**config.mk**
```make
export PLATFORM = sky130hd
export DESIGN_NAME = uart_rx_core_flat
export DESIGN_NICKNAME = d
export VERILOG_FILES = /design/src/rtl/uart_rx_core_if.sv /design/src/rtl/uart_rx_core.sv /design/src/flat_wrapper.sv
export SDC_FILE = /design/constraint.sdc
export NUM_CORES = 1
export LEC_CHECK = 0
export CORE_MARGIN = 8
export CORE_UTILIZATION = 55
export CTS_CLUSTER_SIZE = 28
export DETAILED_ROUTE_END_ITERATION = 10
export PLACE_DENSITY = 0.78
export SLEW_MARGIN = 0
export SYNTH_ARGS = -nofsm -noshare
export SYNTH_HDL_FRONTEND = slang
export SYNTH_SLANG_ARGS = --single-unit
```
**constraint.sdc**
```tcl
create_clock -name clk -period 2.55 [get_ports clk]
set_input_delay 0.255 -clock clk [delete_from_list [all_inputs] [get_ports clk]]
set_output_delay 0.255 -clock clk [all_outputs]
set_load 0.05 [all_outputs]
```
**src/rtl/uart_rx_core_if.sv**
```systemverilog
// Receiver-side bundle: serial line and baud divisor in, tick/byte/status out.
// The master end drives the line, the slave end is the receiver core.
interface uart_rx_core_if #(
  parameter int DBIT       = 8,
  parameter int TIMER_BITS = 11
);
  logic                  rx;
  logic [TIMER_BITS-1:0] final_value;
  logic                  s_tick;
  logic                  rx_done_tick;
  logic [DBIT-1:0]       rx_dout;
  logic                  frame_err;

  modport master (
    output rx, final_value,
    input  s_tick, rx_done_tick, rx_dout, frame_err
  );

  modport slave (
    input  rx, final_value,
    output s_tick, rx_done_tick, rx_dout, frame_err
  );
endinterface

```
**src/rtl/uart_rx_core.sv**
```systemverilog
// 16x-oversampling UART receiver with built-in baud tick; done pulse ~8+16*DBIT+SB_TICK ticks
// after start detection plus 2 sync clocks. No backpressure: rx_dout holds until overwritten.
module uart_rx_core #(
  parameter int DBIT       = 8,
  parameter int SB_TICK    = 16,
  parameter int TIMER_BITS = 11
) (
  input logic            clk,
  input logic            reset_n,
  uart_rx_core_if.slave  bus
);
  localparam int NW = (DBIT > 1) ? $clog2(DBIT) : 1;
  // Tick counter is widened only when a 1.5/2 stop-bit length needs more than 16 ticks.
  localparam int SW = (SB_TICK > 16) ? $clog2(SB_TICK) : 4;

  typedef enum logic [1:0] {IDLE, START, DATA, STOP} state_t;

  logic [TIMER_BITS-1:0] cnt_q, cnt_d;
  logic                  tick_q;
  logic [1:0]            sync_q;
  logic                  rx_s;
  state_t                state_q;
  logic [SW-1:0]         s_q;
  logic [NW-1:0]         n_q;
  logic [DBIT-1:0]       shift_q;
  logic [DBIT-1:0]       dout_q;
  logic                  done_q;
  logic                  ferr_q;

  always_comb begin
    cnt_d = (cnt_q == bus.final_value) ? '0 : cnt_q + 1'b1;
  end

  // tick_q is registered from the next count so it is high while cnt_q equals final_value.
  always_ff @(posedge clk) begin
    if (reset_n) begin
      cnt_q  <= '0;
      tick_q <= 1'b0;
    end else begin
      cnt_q  <= cnt_d;
      tick_q <= (cnt_d == bus.final_value);
    end
  end

  always_ff @(posedge clk) begin
    if (reset_n) begin
      sync_q <= 2'b11;
    end else begin
      sync_q <= {sync_q[0], bus.rx};
    end
  end

  assign rx_s = sync_q[1];

  always_ff @(posedge clk) begin
    if (reset_n) begin
      state_q <= IDLE;
      s_q     <= '0;
      n_q     <= '0;
      shift_q <= '0;
      dout_q  <= '0;
      done_q  <= 1'b0;
      ferr_q  <= 1'b0;
    end else begin
      done_q <= 1'b0;
      case (state_q)
        IDLE: begin
          if (!rx_s) begin
            state_q <= START;
            s_q     <= '0;
          end
        end
        START: begin
          if (tick_q) begin
            if (s_q == SW'(7)) begin
              if (!rx_s) begin
                state_q <= DATA;
                s_q     <= '0;
                n_q     <= '0;
              end else begin
                state_q <= IDLE;
              end
            end else begin
              s_q <= s_q + 1'b1;
            end
          end
        end
        DATA: begin
          if (tick_q) begin
            if (s_q == SW'(15)) begin
              s_q     <= '0;
              shift_q <= {rx_s, shift_q[DBIT-1:1]};
              if (n_q == NW'(DBIT - 1)) begin
                state_q <= STOP;
              end else begin
                n_q <= n_q + 1'b1;
              end
            end else begin
              s_q <= s_q + 1'b1;
            end
          end
        end
        STOP: begin
          if (tick_q) begin
            if (s_q == SW'(SB_TICK - 1)) begin
              state_q <= IDLE;
              done_q  <= 1'b1;
              dout_q  <= shift_q;
              ferr_q  <= ~rx_s;
            end else begin
              s_q <= s_q + 1'b1;
            end
          end
        end
        default: state_q <= IDLE;
      endcase
    end
  end

  assign bus.s_tick       = tick_q;
  assign bus.rx_done_tick = done_q;
  assign bus.rx_dout      = dout_q;
  assign bus.frame_err    = ferr_q;
endmodule

```
**src/flat_wrapper.sv**
```systemverilog
// flat-port wrapper written by rule: the top's interface ports become plain ports
module uart_rx_core_flat 
#(
  parameter int DBIT       = 8,
  parameter int SB_TICK    = 16,
  parameter int TIMER_BITS = 11
)
  (clk, reset_n, bus_rx, bus_final_value, bus_s_tick, bus_rx_done_tick, bus_rx_dout, bus_frame_err);
  uart_rx_core_if #(.DBIT(DBIT), .TIMER_BITS(TIMER_BITS)) bus_i ();
  input logic clk;
  input logic reset_n;
  input wire logic [$bits(bus_i.rx)-1:0] bus_rx;
  input wire logic [$bits(bus_i.final_value)-1:0] bus_final_value;
  output wire logic [$bits(bus_i.s_tick)-1:0] bus_s_tick;
  output wire logic [$bits(bus_i.rx_done_tick)-1:0] bus_rx_done_tick;
  output wire logic [$bits(bus_i.rx_dout)-1:0] bus_rx_dout;
  output wire logic [$bits(bus_i.frame_err)-1:0] bus_frame_err;
  assign bus_i.rx = bus_rx;
  assign bus_i.final_value = bus_final_value;
  assign bus_s_tick = bus_i.s_tick;
  assign bus_rx_done_tick = bus_i.rx_done_tick;
  assign bus_rx_dout = bus_i.rx_dout;
  assign bus_frame_err = bus_i.frame_err;
  uart_rx_core #(.DBIT(DBIT), .SB_TICK(SB_TICK), .TIMER_BITS(TIMER_BITS)) u_core (.clk(clk), .reset_n(reset_n), .bus(bus_i));
endmodule
```
==> results of run 1 <==
-- layout by cell type, fill, tap and decap left out, types with 6 or more instances in the layout --
cell type	count
a21oi_1	16
clkbuf_8	6
clkdlybuf4s50_1	24
dfxtp_1	41
ha_1	9
inv_1	6
mux2i_1	8
nand2_1	34
nor2_1	38
nor3_1	6
o21ai_0	6
xnor2_1	13
xor2_1	8
-- cell type report --
| cell class | count | area (sq um) | area share (%) |
|---|---|---|---|
| inverter | 6 | 22.5 | 0.906 |
| multi-input combinational | 193 | 1250 | 50.2 |
| clock buffer | 7 | 86.3 | 3.47 |
| timing repair buffer | 25 | 248 | 9.96 |
| tap | 48 | 60.1 | 2.42 |
| sequential | 41 | 821 | 33.0 |
-- per-stage QoR --
stage	std cells	utilization (%)	power (W)
3_5_place_dp	313	64.6	0.000847
4_1_cts	320	66.9	0.00127
5_1_grt	320	66.9	0.00132
6_report	320	66.9	0.00126
2_1_floorplan	251	-	0.000790
3_3_place_gp	313	64.6	0.000844
-- routing by layer --
layer  vias to the layer above  global-route usage, %  wire [um]
met1                       822                   18.2       2140
met3                         4                   3.64        192
met2                        38                   25.8       2120
met5                         -                      0          0
met4                         0                   6.11         32
li1                        917                      -          -
-- critical path, cell delays in order, from the launching register on --
cell      delay [ps]
dfxtp_1          360
inv_1            120
ha_1             360
nor2_1            90
o2111a_1         240
nor4_1           470
a21o_1           190
a22oi_1           70
nor2_1           110
-- where the power goes --
part	total [W]	switching (W)	leakage, nW	internal, W
Clock	0.000425	0.000210	0.0443	0.000215
Combinational	0.000169	0.0000959	0.570	0.0000733
Sequential	0.000664	0.0000152	0.331	0.000649
Total	0.00126	0.000321	0.945	0.000937
-- flip-flops by register name (all words and copies together) (netlist names), named ones only --
| register | count |
|---|---|
| u_core.bus.frame_err | 1 |
| u_core.bus.rx_done_tick | 1 |
| u_core.bus.rx_dout | 8 |
| u_core.bus.s_tick | 1 |
| u_core.cnt_q | 11 |
| u_core.n_q | 3 |
| u_core.s_q | 4 |
| u_core.shift_q | 8 |
| u_core.state_q | 1 |
| u_core.sync_q | 2 |
-- synth_stat cells, types with 3 or more instances --
library cell	count	area, sq um
a21oi_1	16	80.1
a22oi_1	4	30.0
buf_2	4	20.0
clkbuf_1	4	15.0
dfxtp_1	41	821
ha_1	9	113
inv_1	6	22.5
mux2i_1	8	80.1
nand2_1	34	128
nand3_1	4	20.0
nand4_1	4	25.0
nor2_1	38	143
nor3_1	6	30.0
o21ai_0	6	30.0
o22ai_1	3	18.8
or2_2	4	25.0
xnor2_1	13	114
xor2_1	8	70.1
-- final timing paths --
check	from	end	slack, ps
worst max-delay path	u_core.state_q[0]$_SDFFE_PP0P_	u_core.s_q[3]$_SDFFE_PP0P_	470
worst min-delay path	u_core.sync_q[0]$_SDFF_PP1_	u_core.sync_q[1]$_SDFF_PP1_	420
worst max register to register	u_core.state_q[0]$_SDFFE_PP0P_	u_core.s_q[3]$_SDFFE_PP0P_	470
worst min register to register	u_core.sync_q[0]$_SDFF_PP1_	u_core.sync_q[1]$_SDFF_PP1_	420
-- kinds of logic (layout without fill, tap and decap cells) --
kind of cell | Yosys count | in the layout | share of synthesized area (%)
simple gates | 111 | 111 | 26.6
compound gates | 44 | 44 | 14.0
flops | 41 | 41 | 38.2
xor+xnor | 21 | 21 | 8.56
buf+inv | 17 | 38 | 3.67
fa+ha+maj | 9 | 9 | 5.24
mux | 8 | 8 | 3.73
==> reports/qor.yml, run 1 <==
tritoncts: "done"
power_density_mw_per_mm2: 506
worstSetupEndpointType: "register"
cp_data_arrival_time_ps: 2310
die_y_um: 78.5
critPathLaunchType: "register"
hpwl_mm: 3.39
synthesis.area_sq_mm: 0.00215
diodes: 0
fillers: 300
clockRootBuffer: "clkbuf_8"
min_period_ps: 2080
postRouteAntennaNets: 0
cap_viol_max_count: 0
cp_max_fo: 10
synthCells: 251
slew_headroom_pct: 58.8
status: "completed"
htreeDepth: 2
antenna_found_initial: 0
fin_skew_ps: 4.57
start_util_pct: 57.8
yosys.cell_types.count: 50
syn_to_final_growth_pct: 15.7
post-route-period-util_pct: 81.7
cts_setup_buffers: 0
async_flop_share_pct: 0
via_count: 1781
setup_ws_ps: 467
rows: 22
drv_slew: 0
dr.pass1.iters: 4
seq_area_frac_synth_pct: 38.2
design_area_sq_mm: 0.00249
clockBufferDepth: 2
ys_ff_latch: 41
rr_worst_depth: 8
tightestPinTransition_ps: 612
rsz0062_at_grt: "no"
grt_pass1_vias: 1769
die_w_um: 78.5
cts_buffers: 5
drive_above_1_share_pct: 7.35
hold_viol_final: 0
wl_per_cell_um: 14.0
gp_congestion: 0.966
path_clk_slew_ps: 80
numPortBuffers: 24
hp-class: "register to register"
cp.required_ps: 2780
hold_depth: 1
crit_type: "register to register"
dpl_cell_area_sq_mm: 0.00240
whs_ps: 423
max_freq_mhz: 480
clock_latency_ps: 290
yosys_warnings: 0
ys.flop_type: "dfxtp_1"
ios: 25
grt-ovfl-total: 0
cts_hold_buf: 0
place_ws_ps: 375
synth.avg_cell_area_sq_um: 8.56
peakVddDrop_v: 0.000462
synth_nets: 274
floorplan.core_area_sq_mm: 0.00372
finalNetCount: 295
grt_pass1_wl_mm: 7.76
cts_sinks: 41
p_leak_nw: 0.945
wl_mm: 4.49
setup_viol: 0
synth_edf_count: 0
ctsResizeCount: 0
die-area_sq_mm: 0.00616
drtIter0Drc: 87
finalSetupTns_ps: 0
avgViaCountPerCell: 5.57
grt_max_degree: 31
track_usage_pct: 15.3
drc_errors: 0
(Power assumes the default switching activity.)
==> inputs of run 2 (changes only) <==
==> constraint.sdc (replaced) <==
create_clock -name clk -period 2.05 [get_ports clk]
set_input_delay 0.205 -clock clk [delete_from_list [all_inputs] [get_ports clk]]
set_output_delay 0.205 -clock clk [all_outputs]
set_load 0.05 [all_outputs]
==> run 2 against run 1 <==
  * Global-route usage rose by 0.68 points
  * Sequential share of layout area fell by 2.3 points
  * Die area did not move
  * Critical endpoint is now u_core.n_q[0]$_SDFFE_PP0P_
  * Clock skew rose by 1.5 ps
  * Critical path depth fell by 2
  * Register-to-register slack got worse by 350 ps
  * Count of clock-buffer cells in the layout fell by 2
  * Via count rose by 4.5%
  * Worst setup slack got worse by 350 ps
  * Worst hold slack got worse by 14 ps
  * Wire length rose by 2.9%
  * Highest routed layer unchanged
  * Utilization rose by 4.9 points
==> reports/qor.yml, run 2 (synthesized netlist as in run 1, its figures left out) <==
status: "completed"
slew_headroom_pct: 66.7
hp-class: "register to register"
track_usage_pct: 16.0
min_period_ps: 1930
hold_viol_final: 0
cp_max_fo: 6
dr.pass1.iters: 4
clockRootBuffer: "clkbuf_8"
cp_data_arrival_time_ps: 2160
grt_pass1_wl_mm: 8.11
drtIter0Drc: 77
max_freq_mhz: 518
hpwl_mm: 3.47
avgViaCountPerCell: 5.52
diodes: 0
peakVddDrop_v: 0.000589
cts_sinks: 41
setup_viol: 0
tightestPinTransition_ps: 498
ios: 25
drv_slew: 0
grt_pass1_vias: 1853
post-route-period-util_pct: 94.2
p_leak_nw: 1.04
top_register: "u_core.cnt_q"
clockBufferDepth: 2
critPathLaunchType: "register"
htreeDepth: 2
largest_register_ffs: 11
rsz0062_at_grt: "no"
crit_type: "register to register"
cts_buffers: 5
power_density_mw_per_mm2: 684
die-area_sq_mm: 0.00616
antenna_found_initial: 0
syn_to_final_growth_pct: 24.2
via_count: 1861
drc_errors: 0
drive_above_1_share_pct: 13.8
fin_skew_ps: 6.08
wl_mm: 4.62
tritoncts: "done"
final_cell_mix: "dfxtp_1, nor2_1, nand2_1, clkdlybuf4s50_1, buf_4"
die_y_um: 78.5
cap_viol_max_count: 0
finalSetupTns_ps: 0
cp.required_ps: 2280
worstSetupEndpointType: "register"
final_common_cell: "dfxtp_1"
floorplan.core_area_sq_mm: 0.00372
die_w_um: 78.5
grt-ovfl-total: 0
wl_per_cell_um: 13.7
start_util_pct: 57.8
gp_congestion: 0.912
postRouteAntennaNets: 0
path_clk_slew_ps: 80
grt_max_degree: 31
numPortBuffers: 24
clock_latency_ps: 290
finalNetCount: 311
rows: 22
cts_hold_buf: 0
whs_ps: 410
[run 2: cell types whose count changed in the layout (fill, tap and decap cells not counted), sizes merged]
cell	change
buf	+16
bufinv	+2
clkbuf	-2
clkinv	+1
[run 2: final timing paths]
path	slack (ps)	start	cells after the start	to
worst max-delay path	120	u_core.s_q[0]$_SDFFE_PP0P_	6	u_core.n_q[0]$_SDFFE_PP0P_
worst min-delay path	410	u_core.sync_q[0]$_SDFF_PP1_	1	u_core.sync_q[1]$_SDFF_PP1_
worst max register to register	120	u_core.s_q[0]$_SDFFE_PP0P_	6	u_core.n_q[0]$_SDFFE_PP0P_
worst min register to register	410	u_core.sync_q[0]$_SDFF_PP1_	1	u_core.sync_q[1]$_SDFF_PP1_
[run 2: metal layers]
layer / share of wire (%) / GRT usage (%) / up-vias / routed length (um)
li1: - / - / 950 / -
met1: 47 / 19.2 / 860 / 2170
met2: 48 / 26.6 / 42 / 2200
met3: 3.5 / 3.64 / 9 / 164
met4: 1.8 / 6.85 / 0 / 85
met5: 0 / 0 / - / 0
[run 2: area by class of cell]
| type | count | area (sq um) |
|---|---|---|
| clock inverter | 3 | 65.1 |
| clock buffer | 5 | 68.8 |
| timing repair buffer | 41 | 368 |
| fill | 303 | 1050 |
| tap | 48 | 60.1 |
| inverter | 6 | 22.5 |
| sequential | 41 | 821 |
| multi-input combinational | 193 | 1260 |
[run 2: what timing repair did]
item / in CTS / in global routing
setup buffers: 0 / 0
endpoints found under the hold margin: 0 / 0
gates resized for setup: 0 / 4
endpoints found under the setup margin: 0 / 3
[run 2: power breakdown]
| group | switching, W | leakage (nW) | total, W | internal [W] |
|---|---|---|---|---|
| Clock | 0.000280 | 0.0681 | 0.000764 | 0.000484 |
| Sequential | 0.0000135 | 0.331 | 0.000821 | 0.000807 |
| Combinational | 0.000129 | 0.644 | 0.000241 | 0.000112 |
[run 2: worst max-delay path: stages, from the launching register on]
cell and delay [ps]:
dfxtp_1 380, ha_2 250, and3_1 260, and2b_1 190, o2111ai_2 230, or3b_1 420
a21oi_1 140
[run 2: metrics by stage]
| step | setup WS [ps] | total power (W) | std cells | utilization, % | cell area, sq um |
|---|---|---|---|---|---|
| 2_1_floorplan | 247 | 0.000982 | 251 | - | 2150 |
| 3_3_place_gp | -63.2 | 0.00107 | 329 | 67.8 | 2520 |
| 3_5_place_dp | -88.4 | 0.00107 | 329 | 67.8 | 2520 |
| 4_1_cts | 51.7 | 0.00183 | 337 | 71.4 | 2650 |
| 5_1_grt | 4.00 | 0.00189 | 337 | 71.8 | 2670 |
| 6_report | 119 | 0.00183 | 337 | 71.8 | 2670 |
==> inputs of run 3 (changes only) <==
--- a/config.mk
+++ b/config.mk
@@ -6,10 +6,10 @@
 export NUM_CORES = 1
 export LEC_CHECK = 0
 export CORE_MARGIN = 8
-export CORE_UTILIZATION = 55
+export CORE_UTILIZATION = 30
 export CTS_CLUSTER_SIZE = 28
 export DETAILED_ROUTE_END_ITERATION = 10
-export PLACE_DENSITY = 0.78
+export PLACE_DENSITY = 0.47
 export SLEW_MARGIN = 0
 export SYNTH_ARGS = -nofsm -noshare
 export SYNTH_HDL_FRONTEND = slang
==> run 3 against run 2 <==
  * Sequential power about the same
  * Total power decreased by 11%
  * Count of clock-buffer cells in the layout unchanged
  * Clock skew increased by 5.5 ps
  * Via count decreased by 1.1%
  * Utilization decreased by 33 points
  * Critical path type unchanged
  * Largest cell class unchanged
  * Largest power group unchanged
==> reports/qor.yml, run 3 (synthesized netlist as in run 1, its figures left out) <==
status: "completed"
die_w_um: 101
worstSetupEndpointType: "register"
max_freq_mhz: 529
clockBufferDepth: 2
report.power.total_w: 0.00162
die-area_sq_mm: 0.0101
via_count: 1841
hpwl_mm: 3.77
setup_viol: 0
postRouteAntennaNets: 0
tritoncts: "done"
wl_per_cell_um: 13.0
grt_pass1_wl_mm: 8.77
htreeDepth: 2
multiInputGateArea_sq_mm: 0.00127
peakVddDrop_v: 0.000337
drtIter0Drc: 56
hold_viol_final: 0
holdPathEnd: "u_core.sync_q[1]$_SDFF_PP1_"
rows: 31
fin_skew_ps: 11.5
cp.required_ps: 2280
rr_worst_depth: 6
min_period_ps: 1890
antenna_found_initial: 0
grt_max_degree: 31
largest_register_ffs: 11
floorplan.core_area_sq_mm: 0.00710
p_leak_nw: 1.05
crit_type: "register to register"
r2r_start: "u_core.s_q[0]$_SDFFE_PP0P_"
tightestPinTransition_ps: 509
gp_congestion: 0.901
avgViaCountPerCell: 4.70
power_density_mw_per_mm2: 591
cts_hold_buf: 0
syn_to_final_growth_pct: 27.1
post-route-period-util_pct: 92.2
seq_area_sq_um: 825
dpl_cell_area_sq_mm: 0.00261
hp-start: "u_core.sync_q[0]$_SDFF_PP1_"
r2r_end: "u_core.n_q[0]$_SDFFE_PP0P_"
path_clk_slew_ps: 80
start_util_pct: 30.3
top_register: "u_core.cnt_q"
design_area_sq_mm: 0.00273
cp.buffers_inverters: 0
grt-ovfl-total: 0
drc_errors: 0
cap_viol_max_count: 0
cts_sinks: 41
cp_data_arrival_time_ps: 2120
cp_top_family: "simple AND/OR/NAND/NOR gates"
diodes: 0
clock_latency_ps: 300
fillers: 718
wl_mm: 5.08
die_y_um: 101
slowest_stage: "or3b_1"
dr.pass1.iters: 4
cp-startpoint: "u_core.s_q[0]$_SDFFE_PP0P_"
rsz0062_at_grt: "no"
finalNetCount: 315
ios: 25
clockRootBuffer: "clkbuf_8"
slew_headroom_pct: 65.9
hp-class: "register to register"
grt_pass1_vias: 1844
drv_slew: 0
critPathLaunchType: "register"
cp_slowest_stage_delay_ps: 420
track_usage_pct: 10.7
cp_max_fo: 6
final_cell_mix: "nor2_1, dfxtp_1, nand2_1, clkdlybuf4s50_1, buf_4"
hold_depth: 1
cp_cell_sequence: "ha_1 -> and3_2 -> and2b_1 -> o2111ai_2 -> or3b_1 -> a21oi_1"
numPortBuffers: 24
cts_buffers: 5
drive_above_1_share_pct: 16.7
r2r_setup_slack_ps: 160
-- run 3: worst reg2reg max path, stage by stage, from the launching register on --
cell and delay (ps):
dfxtp_1 380, ha_1 250, and3_2 260, and2b_1 170
o2111ai_2 210, or3b_1 420, a21oi_1 140
-- run 3: metal layers --
layer	vias up	wire length (um)	global-route usage, %
li1	961	-	-
met1	845	2470	13.1
met2	28	2390	17.7
met3	7	138	2.21
met4	0	82	4.42
met5	-	0	0
-- run 3: how the worst max path moves through the flow --
| stage | end | slack, ps | depth (start not counted) |
|---|---|---|---|
| final | u_core.n_q[0]$_SDFFE_PP0P_ | 160 | 6 |
| after global routing | u_core.n_q[0]$_SDFFE_PP0P_ | 8 | 6 |
| after CTS | u_core.bus.s_tick$_SDFF_PP0_ | 8 | 7 |
| after detailed placement | u_core.cnt_q[8]$_SDFF_PP0_ | -60 | 7 |
| after global placement | u_core.bus.s_tick$_SDFF_PP0_ | -60 | 7 |
| after floorplan | register | 250 | 9 |
-- run 3: timing repair --
action | in CTS | in global routing
endpoints found under the hold margin | 0 | 0
buffers inserted | 0 | 1
gates resized for setup | 0 | 9
setup endpoints to repair | 0 | 4
-- run 3: layout make-up --
cell class	count	share of cell area, %
Multi-Input combinational cell	193	46.6
Inverter	6	0.825
Timing Repair Buffer	45	14.6
Clock buffer	5	2.52
Clock inverter	3	0.779
Tap cell	99	4.54
Sequential cell	41	30.2
-- run 3: power breakdown --
part / leakage [nW] / total [W] / switching [W] / internal, W
Clock: 0.0445 / 0.000541 / 0.000299 / 0.000242
Sequential: 0.333 / 0.000821 / 0.0000137 / 0.000808
Combinational: 0.670 / 0.000253 / 0.000135 / 0.000118
Total: 1.05 / 0.00162 / 0.000448 / 0.00117
-- run 3: metrics by stage --
step / setup TNS [ps] / cells / hold WS [ps] / utilization, % / setup slack (ps)
CTS: 0 / 391 / 438 / 38.0 / 8.42
detailed placement: -531 / 383 / 417 / 36.7 / -60.0
global route: 0 / 392 / 471 / 38.5 / 8.36
finish: 0 / 392 / 454 / 38.5 / 160
floorplan: 0 / 251 / 309 / - / 247
global placement: -495 / 383 / 403 / 36.7 / -63.6
